## src/rtl/cmac_pkg.sv

```systemverilog
// Shared types and helpers for the CMAC link bring-up logic.
package cmac_pkg;

   localparam int RETRY_W = 8;
   localparam int LOSS_W  = 16;
   localparam int TIMER_W = 32;

   // Link sequencer states; encoding is visible in status readback.
   typedef enum logic [1:0] {
      HOLD       = 2'd0,
      RESET      = 2'd1,
      WAIT_ALIGN = 2'd2,
      LINK_UP    = 2'd3
   } state_t;

   // CMAC control/status outputs decoded from the state.
   typedef struct packed {
      logic sys_reset;
      logic rx_en;
      logic tx_en;
      logic rfi;
      logic link_up;
   } ctl_t;

   // Output decode for a given state. Unknown encodings fall back to the
   // safe HOLD values (core held in reset, nothing enabled).
   function automatic ctl_t decode_ctl(input state_t st);
      ctl_t c;
      case (st)
         HOLD, RESET: c = '{sys_reset: 1'b1, rx_en: 1'b0, tx_en: 1'b0, rfi: 1'b0, link_up: 1'b0};
         WAIT_ALIGN:  c = '{sys_reset: 1'b0, rx_en: 1'b1, tx_en: 1'b0, rfi: 1'b1, link_up: 1'b0};
         LINK_UP:     c = '{sys_reset: 1'b0, rx_en: 1'b1, tx_en: 1'b1, rfi: 1'b0, link_up: 1'b1};
         default:     c = '{sys_reset: 1'b1, rx_en: 1'b0, tx_en: 1'b0, rfi: 1'b0, link_up: 1'b0};
      endcase
      return c;
   endfunction

   // Saturating increment: an all-ones count stays all-ones.
   function automatic logic [RETRY_W-1:0] sat_inc(input logic [RETRY_W-1:0] v);
      logic [RETRY_W-1:0] r;
      if (v == {RETRY_W{1'b1}}) begin
         r = v;
      end else begin
         r = v + 8'd1;
      end
      return r;
   endfunction

endpackage

```

## src/rtl/cmac_link_sequencer_sync_bit.sv

```systemverilog
// Two-flop synchronizer for a single asynchronous status bit.
module sync_bit (
   input  logic clk,
   input  logic resetn,
   input  logic d,
   output logic q
);

   (* ASYNC_REG = "TRUE" *) logic meta_r;
   (* ASYNC_REG = "TRUE" *) logic sync_r;

   // Two-stage capture of the asynchronous input; q lags d by two edges.
   always_ff @(posedge clk or negedge resetn) begin
      if (!resetn) begin
         meta_r <= 1'b0;
         sync_r <= 1'b0;
      end else begin
         meta_r <= d;
         sync_r <= meta_r;
      end
   end

   assign q = sync_r;

endmodule

```

## src/rtl/cmac_link_sequencer.sv

```systemverilog
// CMAC link bring-up: reset pulse, wait for RX alignment with RFI,
// enable TX on link up, retry on timeout, filtered loss detection.
module cmac_link_sequencer
   import cmac_pkg::*;
#(
   parameter int unsigned RESET_CYCLES  = 1000,
   parameter int unsigned ALIGN_TIMEOUT = 50000000,
   parameter int unsigned LOSS_FILTER   = 16
) (
   input  logic       clk,
   input  logic       resetn,
   input  logic       startup_reset,
   input  logic       stat_rx_aligned,
   output logic       sys_reset,
   output logic       ctl_rx_enable,
   output logic       ctl_tx_enable,
   output logic       ctl_tx_send_rfi,
   output logic       link_up,
   output logic [7:0] retry_count
);

   // Timer reload values are "count minus one" because the state exits on
   // the cycle the timer reads zero.
   localparam logic [TIMER_W-1:0] RESET_LOAD = 32'(RESET_CYCLES - 32'd1);
   localparam logic [TIMER_W-1:0] ALIGN_LOAD = 32'(ALIGN_TIMEOUT - 32'd1);
   localparam logic [LOSS_W-1:0]  LOSS_MATCH = 16'(LOSS_FILTER);

   state_t               state_r;
   state_t               state_nxt_s;
   logic [TIMER_W-1:0]   timer_r;
   logic [TIMER_W-1:0]   timer_nxt_s;
   logic [LOSS_W-1:0]    loss_r;
   logic [LOSS_W-1:0]    loss_nxt_s;
   logic [LOSS_W-1:0]    loss_inc_s;
   logic [RETRY_W-1:0]   retry_r;
   logic [RETRY_W-1:0]   retry_nxt_s;
   ctl_t                 ctl_r;
   logic                 aligned_s;

   sync_bit u_sync_aligned (
      .clk    (clk),
      .resetn (resetn),
      .d      (stat_rx_aligned),
      .q      (aligned_s)
   );

   assign loss_inc_s = loss_r + 16'd1;

   // Next-state, timer and counter logic. startup_reset overrides all else.
   always_comb begin
      state_nxt_s = state_r;
      timer_nxt_s = timer_r;
      loss_nxt_s  = loss_r;
      retry_nxt_s = retry_r;
      if (startup_reset) begin
         state_nxt_s = HOLD;
         timer_nxt_s = 32'd0;
         loss_nxt_s  = 16'd0;
      end else begin
         case (state_r)
            HOLD: begin
               state_nxt_s = RESET;
               timer_nxt_s = RESET_LOAD;
            end
            RESET: begin
               if (timer_r == 32'd0) begin
                  state_nxt_s = WAIT_ALIGN;
                  timer_nxt_s = ALIGN_LOAD;
               end else begin
                  timer_nxt_s = timer_r - 32'd1;
               end
            end
            WAIT_ALIGN: begin
               // Alignment is checked first so it wins over a coincident timeout.
               if (aligned_s) begin
                  state_nxt_s = LINK_UP;
                  loss_nxt_s  = 16'd0;
               end else if (timer_r == 32'd0) begin
                  state_nxt_s = RESET;
                  timer_nxt_s = RESET_LOAD;
                  retry_nxt_s = sat_inc(retry_r);
               end else begin
                  timer_nxt_s = timer_r - 32'd1;
               end
            end
            LINK_UP: begin
               if (aligned_s) begin
                  loss_nxt_s = 16'd0;
               end else if (loss_inc_s == LOSS_MATCH) begin
                  state_nxt_s = WAIT_ALIGN;
                  timer_nxt_s = ALIGN_LOAD;
                  loss_nxt_s  = 16'd0;
               end else begin
                  loss_nxt_s = loss_inc_s;
               end
            end
            default: begin
               state_nxt_s = HOLD;
               timer_nxt_s = 32'd0;
               loss_nxt_s  = 16'd0;
            end
         endcase
      end
   end

   // State, timer, counters and output register; outputs track the state.
   always_ff @(posedge clk or negedge resetn) begin
      if (!resetn) begin
         state_r <= HOLD;
         timer_r <= 32'd0;
         loss_r  <= 16'd0;
         retry_r <= 8'd0;
         ctl_r   <= decode_ctl(HOLD);
      end else begin
         state_r <= state_nxt_s;
         timer_r <= timer_nxt_s;
         loss_r  <= loss_nxt_s;
         retry_r <= retry_nxt_s;
         ctl_r   <= decode_ctl(state_nxt_s);
      end
   end

   assign sys_reset       = ctl_r.sys_reset;
   assign ctl_rx_enable   = ctl_r.rx_en;
   assign ctl_tx_enable   = ctl_r.tx_en;
   assign ctl_tx_send_rfi = ctl_r.rfi;
   assign link_up         = ctl_r.link_up;
   assign retry_count     = retry_r;

endmodule
```

## config.mk

```make
export PLATFORM = sky130hd
export DESIGN_NAME = cmac_link_sequencer
export DESIGN_NICKNAME = d
export VERILOG_FILES = /design/src/rtl/cmac_pkg.sv /design/src/rtl/cmac_link_sequencer_sync_bit.sv /design/src/rtl/cmac_link_sequencer.sv
export SDC_FILE = /design/constraint.sdc
export NUM_CORES = 1
export LEC_CHECK = 0
export ABC_AREA = 1
export BUFFER_PORTS_ARGS = -buffer_cell sky130_fd_sc_hd__buf_2
export CAP_MARGIN = 10
export CORE_MARGIN = 5
export CORE_UTILIZATION = 30
export DETAILED_ROUTE_END_ITERATION = 6
export HOLD_SLACK_MARGIN = 0.1
export PLACE_DENSITY = 0.52
export SKIP_CTS_REPAIR_TIMING = 1
export SYNTH_ARGS = -nofsm -noshare
export SYNTH_HDL_FRONTEND = slang
export SYNTH_HIERARCHICAL = 1
export SYNTH_SLANG_ARGS = --single-unit
```

## constraint.sdc

```tcl
create_clock -name clk -period 2.8 [get_ports clk]
set_input_delay 0.42 -clock clk [delete_from_list [all_inputs] [get_ports clk]]
set_output_delay 0.42 -clock clk [all_outputs]
set_load 0.005 [all_outputs]
```

=== After elaboration in Yosys (flattened, before gate mapping) ===
Cells that the tools add are included.
Widths: inputs -> output; s select.

* Bits in registers: 65
* Bits of input ports: 4
* Output and inout bits: 13

* Add/sub/neg operators: 3
* Eq/ne operators: 12
* Muxes and demuxes: 20
* Bitwise logic cells: 3
* Reductions and logical operators: 8

{| class="wikitable"
|+ Operator list
! operator !! count
|-
| $mux 32 || 6
|-
| $pmux 32 s4 || 1
|-
| $mux 16 || 4
|-
| $logic_not 32->1 || 1
|-
| $pmux 16 s2 || 1
|-
| $sub 32x1->32 const B || 1
|-
| $add 16x1->16 const B || 1
|-
| $eq 16x5->1 const B || 1
|-
| $pmux 5 s3 || 1
|-
| $mux 2 || 6
|-
| $ne 3x3->1 const B || 3
|-
| $add 8x1->8 const B || 1
|-
| $eq 2x2->1 const B || 4
|-
| $eq 8x8->1 const B || 1
|-
| $pmux 2 s4 || 1
|-
| $reduce_and 5->1 || 1
|-
| $eq 2x1->1 const B || 2
|-
| $logic_not 2->1 || 2
|-
| $ne 3x2->1 const B || 1
|-
| $not 1->1 || 3
|-
| $reduce_and 3->1 || 1
|-
| $reduce_bool 3->1 || 1
|-
| $reduce_and 2->1 || 1
|-
| $reduce_or 2->1 || 1
|}

=== Longest topological paths before layout ===
Gate-level depths: netlist of the first run.

* Depth in word-level cells: 9
* Depth in mapped cells: 15

=== By module ===
Netlist of the first run, hierarchy kept.

{| class="wikitable"
|+ By module, submodules not included
! module !! times used !! cells each !! area each (um2) !! sequential area each (um2)
|-
| cmac_link_sequencer || 1 || 617 || 4110.2 || 1552.7
|-
| sync_bit || 1 || 2 || 50.0 || 50.0
|}

=== Least setup slack after synthesis of the first run ===
Ideal clock, no wire load.

* Path type: register to register
* From: register timer_r[0]
* To: register retry_r[5], in the netlist retry_count[5]
* Library setup time: 122 ps
* Arrival: 1835 ps
* Slack: 843 ps
* Stages on the path, launching flop included: 11
* Path buffers: 0
* Cells stage by stage: dfrtp_1 inv_1 ha_1 nand2_1 nor2_4 nand4_1 inv_1 nand3_2 nor2_1 nand2_1 xor2_1

* Word-level cells in the longest chain between the ends: 2

{| class="wikitable"
|+ Ends and longest elaborated chain
! what !! RTL line !! source
|-
| start, declared || cmac_link_sequencer.sv:30 || <nowiki>logic [TIMER_W-1:0] timer_r;</nowiki>
|-
| start signal, assigned || cmac_link_sequencer.sv:116 || <nowiki>timer_r <= timer_nxt_s;</nowiki>
|-
| $logic_not 32->1 || cmac_link_sequencer.sv:78 || <nowiki>end else if (timer_r == 32'd0) begin</nowiki>
|-
| $reduce_and 5->1 (no source line) || n/a ||
|-
| end signal, assigned || cmac_link_sequencer.sv:118 || <nowiki>retry_r <= retry_nxt_s;</nowiki>
|-
| end, declared || cmac_link_sequencer.sv:35 || <nowiki>logic [RETRY_W-1:0] retry_r;</nowiki>
|}

Every way passes these cells.
A chain may end at the register's enable or synchronous reset.

=== Final worst setup path of the first run ===
* From: register timer_r[0]
* To: register timer_r[22]

* Word-level cells in the longest chain between the ends: 5

{| class="wikitable"
|+ Ends and longest elaborated chain
! what !! RTL line !! source
|-
| $sub 32x1->32 or $logic_not 32->1 (tied branches) || n/a ||
|-
| $mux 32 || cmac_link_sequencer.sv:78 ||
|-
| $mux 32 || cmac_link_sequencer.sv:75 || <nowiki>if (aligned_s) begin</nowiki>
|-
| $pmux 32 s4 (*) || cmac_link_sequencer.sv:60 || <nowiki>case (state_r)</nowiki>
|-
| $mux 32 (*) || cmac_link_sequencer.sv:55 || <nowiki>if (startup_reset) begin</nowiki>
|}

Mark *: on every way between the ends. The rest lies on a longest branch, timed or not. The select of a mux whose other input is x is not followed.

==> out/qor.yml, run 1 <==
run_status:
  outcome: "finished clean"
finish:
  final.fill_count: 1512
  regArea_sq_um: 1603
  areaGrowthSynthToFinish_pct: 13.26
  layout.nets: 644
  stdcell_area_sq_um: 4712
  multi_input_area_sq_um: 2208
  antenna_cells: 0
  post_route_cells_drive_above_1_share_pct: 8.100
timing:
  fin_worst_skew_ns: 0.008310
  setup_tns_ns: 0
  slew_viol_final: 0
  fmax_mhz: 392.6
  setup_viol: 0
  relSlewSlack_pct: 43.66
  fin_crit_sh_pct: 90.96
  layout_min_cycle_time_ns: 2.547
  rsz0062_at_grt: "no"
  final_hold_viol_count: 0
  setup_ws_ns: 0.2531
  worst_slew_pin_slew_ns: 0.8451
detailed_routing:
  via_count: 3921
  ant_nets: 0
  drtPass1Iterations: 5
  drc: 0
  via_per_inst: 4.770
  drtIter0Drc: 283
  wl_per_cell_um: 13.54
  wl_um: 11130
worst_setup_path:
  crit_cells: 11
  cp_data_required_time_ns: 3.02
  crit_path_top_delay_cell: "dfrtp_1"
  setup.worst_path.start: "timer_r[0]$_DFFE_PN0P_"
  crit_chain: "inv_1 > ha_1 > nand2_1 > nor2_4 > nand4_1 > nand2_1 > nand2_1 > inv_1 > o21ai_0 > nand3_1 > nand2_1"
  reg2reg_from: "timer_r[0]$_DFFE_PN0P_"
  path_common_cell: "nand2_1"
  crit_buf_inv: 2
  setup.worst_path.class: "flop to flop"
  r2r_cells: 11
  max_stage_delay_ns: 0.40
  critPathTopFamily: "simple AND/OR/NAND/NOR gates"
  worst_setup_path_end_kind: "flop"
  cp_max_fo: 7
  setup.worst_path.start_class: "flop"
  worstPathArrival_ns: 2.77
synth:
  synth_common_cells: "nand2_1 (202), nor2_1 (100), inv_1 (69)"
  seq_area_frac_synth_pct: 38.53
  ys_top_cells_by_area: "dfrtp_1 (38%), nand2_1 (18%), nor2_1 (9.0%), nand3_1 (7.2%), inv_1 (6.2%)"
  ys_warn_count: 6
  synth_area_sq_um: 4160
  ys_async_sr_fraction_pct: 100.0
  synth.net_count: 626
  ys.flop_type: "dfrtp_1"
  synth_edf_count: 0
  synth-seq-cells: 64
  synth_top_area_cell: "dfrtp_1"
  synthCells: 619
  synth_most_common_cell: "nand2_1"
  syn_area_per_cell_sq_um: 6.721
  yosysTopAreaCellShare_pct: 37.89
  synth.distinct_cells: 33
pwr:
  vdd_drop_max_mv: 0.3314
  seq_power_share_pct: 41.1
  p_sw_share_pct: 29.77
  switching_power_uw: 718.5
  p_comb_share_pct: 15.1
  powerDensity_nw_per_um2: 512.1
  p_int_mw: 1.695
  p_leak_nw: 2.425
  pwr-share-clk_pct: 43.8
global_routing:
  grt_pass1_vias: 3740
  grt_pass1_wl_um: 18620
  gr-total-overflow: 0
  grt.total_usage_pct: 14.32
  antenna_found_initial: 0
  grt_max_degree: 34
die:
  die_area_sq_um: 16320
  io-pin-count: 17
  initial_core_util_pct: 30.32
  die_x_um: 127.8
  die_h_um: 127.8
  core-area_sq_um: 13720
  rows: 43
placement:
  postPlaceCellArea_sq_um: 4429
  place_ws_ns: 0.2659
  post-dp-hpwl_um: 8002
  routabilityCongestion: 0.8425
  port_buffers: 16
job:
  cap_violations: 0
clocking:
  cts-htree-levels: 3
  numCtsBuffers: 9
  clock_sinks: 64
  cts_tree: "done"
  clk_pin_slew_ns: 0.06
  clock_latency_ns: 0.34
  root_buffer: "clkbuf_16"
  clockBufferDepth: 2
min_path:
  hp-class: "input port to asynchronous set/reset pin"
flip-flops by register name, indices dropped and copies added, names as in the netlist:
signal	count
ctl_rx_enable	1
ctl_tx_send_rfi	1
link_up	1
loss_r	16
retry_count	8
state_r	2
sys_reset	1
timer_r	32
u_sync_aligned/meta_r	1
u_sync_aligned/q	1
worst paths after layout:
check	end	slack (ns)
max	timer_r[22]$_DFFE_PN0P_	0.25
min	timer_r[18]$_DFFE_PN0P_	0.18
max reg2reg	timer_r[22]$_DFFE_PN0P_	0.25
min reg2reg	u_sync_aligned/q$_DFF_PN0_	0.35
max in group asynchronous	sys_reset$_DFF_PN1_	1.89
min in group clk	u_sync_aligned/meta_r$_DFF_PN0_	0.18
layout make-up:
cell class / count / area share (%)
multi-input combinational: 471 / 46.87
sequential: 64 / 34.01
inverter: 70 / 5.576
clock buffer: 10 / 5.072
tap: 180 / 4.780
timing repair buffer: 21 / 2.762
clock inverter: 6 / 0.9294
cell usage in the layout, fill, tap and decap left out:
| cell type | instances |
|---|---|
| nand2_1 | 202 |
| nor2_1 | 100 |
| inv_1 | 69 |
| dfrtp_1 | 63 |
| nand3_1 | 60 |
| o21ai_0 | 25 |
| xor2_1 | 21 |
| buf_2 | 16 |
| nand4_1 | 15 |
| clkbuf_16 | 9 |
| o22ai_1 | 7 |
| nor3_1 | 5 |
| o2111ai_1 | 4 |
| buf_4 | 4 |
| a21oi_1 | 3 |
| nor2_2 | 3 |
| o211ai_1 | 3 |
| xnor2_1 | 3 |
| ha_1 | 3 |
| nor2_4 | 2 |
| o31ai_1 | 2 |
| nand3_2 | 2 |
| nand2_2 | 2 |
| nand2_4 | 2 |
| or2_2 | 2 |
| clkinv_2 | 2 |
| clkinv_4 | 2 |
| o21ai_2 | 1 |
| o21bai_1 | 1 |
| nand3b_1 | 1 |
| clkinv_1 | 1 |
| a32o_1 | 1 |
| a22o_1 | 1 |
| clkbuf_8 | 1 |
| clkinvlp_4 | 1 |
| inv_6 | 1 |
| buf_12 | 1 |
| dfstp_2 | 1 |
routing by layer:
layer	vias up	part of all wire (%)	track usage (%)
li1	2002	-	-
met5	-	0	0
met3	13	3.4	3.833
met1	1843	49	18.85
met4	0	1.3	3.933
met2	63	47	23.26
logic make-up after synthesis:
| family | count (synthesis) | share of synthesized area (%) |
|---|---|---|
| buffers and inverters | 84 | 8.391 |
| flip-flops | 64 | 38.53 |
| XOR/XNOR | 24 | 5.053 |
| AND/OR/NAND/NOR | 396 | 40.12 |
| adder cells (fa/ha/maj) | 3 | 0.9024 |
| AO/OA/AOI/OAI | 48 | 7.007 |
worst reg2reg max path: stages, from the launching register on:
cell and delay, ns:
dfrtp_1 0.40, inv_1 0.11, ha_1 0.24, nand2_1 0.18
nor2_4 0.23, nand4_1 0.34, nand2_1 0.21, nand2_1 0.18
inv_1 0.22, o21ai_0 0.12, nand3_1 0.13, nand2_1 0.06
metrics by stage:
stage	utilization [%]	instances	hold slack, ns	total power [mW]
after floorplan	-	619	0.1244	1.261
after global placement	32.28	806	0.3352	1.370
after detailed placement	32.28	806	0.3347	1.372
after CTS	34.35	822	0.1675	2.447
after global routing	34.35	822	0.1624	2.542
final	34.35	822	0.1800	2.413
power by group through the flow:
stage / Sequential, mW / Combinational (mW) / Clock, mW
after floorplan: 0.996 / 0.265 / 0
after global placement: 1.01 / 0.363 / 0
after detailed placement: 1.01 / 0.365 / 0
after CTS: 0.991 / 0.366 / 1.09
after global routing: 0.996 / 0.419 / 1.13
final: 0.992 / 0.365 / 1.06
(Power assumes the default switching activity.)
==> run 2, diff against run 1 <==
--- a/config.mk
+++ b/config.mk
@@ -12,7 +12,7 @@
 export CORE_UTILIZATION = 30
 export DETAILED_ROUTE_END_ITERATION = 6
 export HOLD_SLACK_MARGIN = 0.1
-export PLACE_DENSITY = 0.52
+export PLACE_DENSITY = 0.53
 export SKIP_CTS_REPAIR_TIMING = 1
 export SYNTH_ARGS = -nofsm -noshare
 export SYNTH_HDL_FRONTEND = slang
==> constraint.sdc (replaced) <==
create_clock -name clk -period 2.25 [get_ports clk]
set_input_delay 0.3375 -clock clk [delete_from_list [all_inputs] [get_ports clk]]
set_output_delay 0.3375 -clock clk [all_outputs]
set_load 0.005 [all_outputs]
==> out/qor.yml, run 2 (synthesis results as in run 1) <==
run_status:
  outcome: "finished clean"
clocking:
  numCtsBuffers: 9
  cts-htree-levels: 3
  clk_pin_slew_ns: 0.06
  clock_latency_ns: 0.34
  clock_sinks: 64
  root_buffer: "clkbuf_16"
  cts_tree: "done"
  clockBufferDepth: 2
detailed_routing:
  ant_nets: 0
  drc: 0
  wl_um: 11430
  via_per_inst: 4.782
  wl_per_cell_um: 13.60
  drtPass1Iterations: 5
  drtIter0Drc: 232
  via_count: 4017
die:
  die_x_um: 127.8
  initial_core_util_pct: 30.32
  core-area_sq_um: 13720
  io-pin-count: 17
  die_h_um: 127.8
  rows: 43
  die_area_sq_um: 16320
finish:
  top_register: "timer_r"
  areaGrowthSynthToFinish_pct: 19.49
  final_cell_mix: "nand2_1 (200), nor2_1 (95), inv_1 (68)"
  mostFrequentLayoutCell: "nand2_1"
  largest_register_ff_count: 32
  layout.nets: 662
  post_route_cells_drive_above_1_share_pct: 12.27
  antenna_cells: 0
placement:
  port_buffers: 16
  routabilityCongestion: 0.8719
  post-dp-hpwl_um: 7952
worst_setup_path:
  setup.worst_path.class: "flop to flop"
  cp_max_fo: 16
  reg2reg_to: "timer_r[6]$_DFFE_PN0P_"
  reg2reg_from: "loss_r[1]$_DFFE_PN0P_"
  r2r_cells: 14
  crit_path_top_delay_cell: "dfrtp_1"
  worst_setup_path_end_kind: "flop"
  rrSetupSlack_ns: 0.13
  crit_buf_inv: 1
  cp_data_required_time_ns: 2.53
  crit_chain: "ha_4 > nand3_2 > nor2_4 > nand2_2 > nand2_1 > nand2_1 > nor2_1 > nand2_1 > nor2_2 > nand2_2 > nand2_8 > clkbuf_16 > nand3_1 > nand2_1"
  setup.worst_path.start_class: "flop"
  critPathTopFamily: "simple AND/OR/NAND/NOR gates"
  max_stage_delay_ns: 0.41
  worstPathArrival_ns: 2.40
  path_common_cell: "nand2_1"
timing:
  fin_worst_skew_ns: 0.006759
  setup_tns_ns: 0
  relSlewSlack_pct: 58.68
  fin_crit_sh_pct: 94.13
  setup_viol: 0
  final_hold_viol_count: 0
  slew_viol_final: 0
  worst_slew_pin_slew_ns: 0.6184
  fmax_mhz: 472.1
  layout_min_cycle_time_ns: 2.118
pwr:
  vdd_drop_max_mv: 0.4233
  p_leak_nw: 2.521
  powerDensity_nw_per_um2: 613.0
  total_power_mw: 3.047
global_routing:
  grt_pass1_wl_um: 18950
  grt_max_degree: 65
  gr-total-overflow: 0
  grt.total_usage_pct: 14.21
  antenna_found_initial: 0
  grt-busiest-layer: "met2"
  grtUsageMet2_pct: 23.88
  grt_pass1_vias: 3939
  grt.met1_usage_pct: 17.75
  use_met3_pct: 3.292
min_path:
  hold_start: "u_sync_aligned/meta_r$_DFF_PN0_"
  holdPathEnd: "u_sync_aligned/q$_DFF_PN0_"
  min_path_cells: 0
  hp-class: "flop to flop"
job:
  cap_violations: 0
-- run 2: changes by cell type in the layout (fill, tap and decap cells not counted), moves of 3 or more --
cell	change
nor2_1	-5
nand2_8	+3
buf_4	+13
nor2_2	+3
-- run 2: worst max path at each step --
stage	slack, ns	endpoint	from	depth (start not counted)
global route	-0.01	timer_r[22]$_DFFE_PN0P_	loss_r[1]$_DFFE_PN0P_	14
detailed placement	0.03	timer_r[21]$_DFFE_PN0P_	loss_r[0]$_DFFE_PN0P_	14
floorplan	0.29	retry_count[5]$_DFFE_PN0P_	timer_r[0]$_DFFE_PN0P_	10
CTS	0.02	timer_r[0]$_DFFE_PN0P_	loss_r[0]$_DFFE_PN0P_	14
global placement	0.12	timer_r[10]$_DFFE_PN0P_	loss_r[0]$_DFFE_PN0P_	14
finish	0.13	timer_r[6]$_DFFE_PN0P_	loss_r[1]$_DFFE_PN0P_	14
-- run 2: metal layers --
layer | part of all wire, % | up-vias
met2 | 49 | 82
met4 | 1.5 | 0
met5 | 0 | -
met1 | 46 | 1874
li1 | - | 2048
met3 | 3.7 | 13
-- run 2: cell type report --
cell class | instances | area (sq um)
fill | 1505 | 8748
multi-input combinational | 472 | 2301
sequential | 64 | 1605
timing repair buffer | 38 | 292.8
inverter | 70 | 262.8
clock buffer | 10 | 239.0
tap | 180 | 225.2
clock inverter | 6 | 45.04
-- run 2: metrics by stage --
| step | hold WS [ns] | setup slack [ns] | instance area (sq um) | util [%] | std cells |
|---|---|---|---|---|---|
| floorplan | 0.04191 | 0.2930 | 4160 | - | 619 |
| global placement | 0.3319 | 0.1220 | 4532 | 33.03 | 818 |
| detailed placement | 0.3379 | 0.03487 | 4532 | 33.03 | 818 |
| CTS | 0.02342 | 0.02269 | 4816 | 35.10 | 834 |
| global route | 0.3735 | -0.01057 | 4971 | 36.23 | 840 |
| finish | 0.3547 | 0.1320 | 4971 | 36.23 | 840 |
-- run 2: power by group --
group          internal, mW  total [mW]  switching [mW]
Combinational         0.170       0.488           0.318
Sequential             1.19        1.24          0.0468
Clock                 0.776        1.32           0.548
Total                  2.13        3.05           0.912
==> run 3, diff against run 2 <==
--- a/config.mk
+++ b/config.mk
@@ -12,7 +12,7 @@
 export CORE_UTILIZATION = 30
 export DETAILED_ROUTE_END_ITERATION = 6
 export HOLD_SLACK_MARGIN = 0.1
-export PLACE_DENSITY = 0.53
+export PLACE_DENSITY = 0.52
 export SKIP_CTS_REPAIR_TIMING = 1
 export SYNTH_ARGS = -nofsm -noshare
 export SYNTH_HDL_FRONTEND = slang
==> constraint.sdc (replaced) <==
create_clock -name clk -period 2.05 [get_ports clk]
set_input_delay 0.3075 -clock clk [delete_from_list [all_inputs] [get_ports clk]]
set_output_delay 0.3075 -clock clk [all_outputs]
set_load 0.005 [all_outputs]
==> out/qor.yml, run 3 (synthesis results as in run 1) <==
worst_setup_path:
  setup.worst_path.class: "flop to flop"
  reg2reg_to: "timer_r[18]$_DFFE_PN0P_"
  reg2reg_from: "loss_r[0]$_DFFE_PN0P_"
  rrSetupSlack_ns: -0.07
  setup.worst_path.start_class: "flop"
  worstPathArrival_ns: 2.36
  r2r_cells: 14
  worst_setup_path_end_kind: "flop"
  cp_data_required_time_ns: 2.28
  cp_max_fo: 8
clocking:
  clk_pin_slew_ns: 0.06
  cts-htree-levels: 3
  clock_latency_ns: 0.34
  clock_sinks: 64
  cts_tree: "done"
  clockBufferDepth: 2
  numCtsBuffers: 9
  root_buffer: "clkbuf_16"
timing:
  fmax_mhz: 470.9
  final_hold_viol_count: 0
  worst_slew_pin_slew_ns: 0.8392
  fin_worst_skew_ns: 0.007761
  rsz0062_at_grt: "yes"
  slew_viol_final: 0
  fin_crit_sh_pct: 103.6
  hold_ws_ns: 0.3652
  setup_ws_ns: -0.07352
  layout_min_cycle_time_ns: 2.124
  setup_tns_ns: -1.325
  setup_viol: 33
  relSlewSlack_pct: 43.92
min_path:
  hp-class: "flop to flop"
  hold_start: "u_sync_aligned/meta_r$_DFF_PN0_"
  min_path_cells: 0
  holdPathEnd: "u_sync_aligned/q$_DFF_PN0_"
finish:
  largest_register_ff_count: 32
  final.fill_count: 1453
  final_cell_mix: "nand2_1 (164), nor2_1 (92), inv_1 (66)"
  post_route_cells_drive_above_1_share_pct: 24.93
  layout.nets: 716
  antenna_cells: 0
  stdcell_area_sq_um: 5578
  areaGrowthSynthToFinish_pct: 34.08
  mostFrequentLayoutCell: "nand2_1"
  top_register: "timer_r"
placement:
  port_buffers: 16
  place_ws_ns: -0.09312
  post-dp-hpwl_um: 8656
  postPlaceCellArea_sq_um: 4827
  routabilityCongestion: 0.9135
detailed_routing:
  via_count: 4353
  drtPass1Iterations: 7
  via_per_inst: 4.869
  wl_per_cell_um: 14.52
  drc: 0
  drtIter0Drc: 404
  ant_nets: 0
  wl_um: 12980
global_routing:
  grt.total_usage_pct: 14.84
  antenna_found_initial: 0
  grt_pass1_vias: 3982
  grt_pass1_wl_um: 19530
  gr-total-overflow: 0
  grt_max_degree: 65
die:
  die_area_sq_um: 16320
  rows: 43
  io-pin-count: 17
  die_h_um: 127.8
  initial_core_util_pct: 30.32
  core-area_sq_um: 13720
  die_x_um: 127.8
run_status:
  violations: "setup timing"
  outcome: "finished, violations left"
pwr:
  p_leak_nw: 2.856
  powerDensity_nw_per_um2: 624.9
  total_power_mw: 3.486
  vdd_drop_max_mv: 0.3464
job:
  cap_violations: 0
[run 3: report_power, final]
| part | switching, mW | internal [mW] | total, mW |
|---|---|---|---|
| sequential | 0.0410 | 1.30 | 1.34 |
| combinational | 0.399 | 0.240 | 0.639 |
| clock | 0.658 | 0.843 | 1.50 |
[run 3: worst max-delay path by stage]
| stage | from | end | cells past startpoint | slack (ns) |
|---|---|---|---|---|
| after floorplan | timer_r[0]$_DFFE_PN0P_ | retry_count[5]$_DFFE_PN0P_ | 10 | 0.09 |
| after detailed placement | loss_r[0]$_DFFE_PN0P_ | timer_r[29]$_DFFE_PN0P_ | 14 | -0.09 |
| after global placement | loss_r[2]$_DFFE_PN0P_ | timer_r[27]$_DFFE_PN0P_ | 11 | -0.06 |
| final | loss_r[0]$_DFFE_PN0P_ | timer_r[18]$_DFFE_PN0P_ | 14 | -0.07 |
| after global routing | loss_r[0]$_DFFE_PN0P_ | timer_r[18]$_DFFE_PN0P_ | 14 | -0.23 |
| after CTS | loss_r[0]$_DFFE_PN0P_ | timer_r[29]$_DFFE_PN0P_ | 14 | -0.1 |
[run 3: area by class of cell]
type,instances,area (sq um),share of cell area [%]
flip-flops and latches,64,1604,28.76
clock buffers,9,225.2,4.038
multi-input cells,476,2522,45.22
well taps,180,225.2,4.038
repair buffers,88,675.6,12.11
clock inverters,7,62.56,1.122
inverters,70,262.8,4.711
[run 3: stage by stage]
| step | utilization (%) | cells |
|---|---|---|
| after floorplan | - | 619 |
| after global placement | 35.18 | 859 |
| after detailed placement | 35.18 | 859 |
| after CTS | 37.28 | 875 |
| after global routing | 40.66 | 894 |
| final | 40.66 | 894 |
[run 3: critical path, stage by stage, from the launching register on]
cell and delay, ns:
dfrtp_1 0.43, ha_4 0.18, nand3_4 0.08, nor2_4 0.19
nand2_2 0.10, nand2_2 0.07, nand2_2 0.05, nor2_1 0.08
nand2_1 0.10, nor2_4 0.16, nand2_4 0.12, nand2_8 0.16
nand2_8 0.12, nand2_2 0.13, nand2_1 0.05
[run 3: metal layers]
layer  up-vias  share of wire (%)  routed length [um]  global-route usage (%)
met2       134                 47                6116                   23.97
met1      2027                 44                5754                   19.39
met4         0                3.3                 422                   6.055
met5         -                  0                   0                       0
li1       2156                  -                   -                       -
met3        36                5.3                 687                   3.042
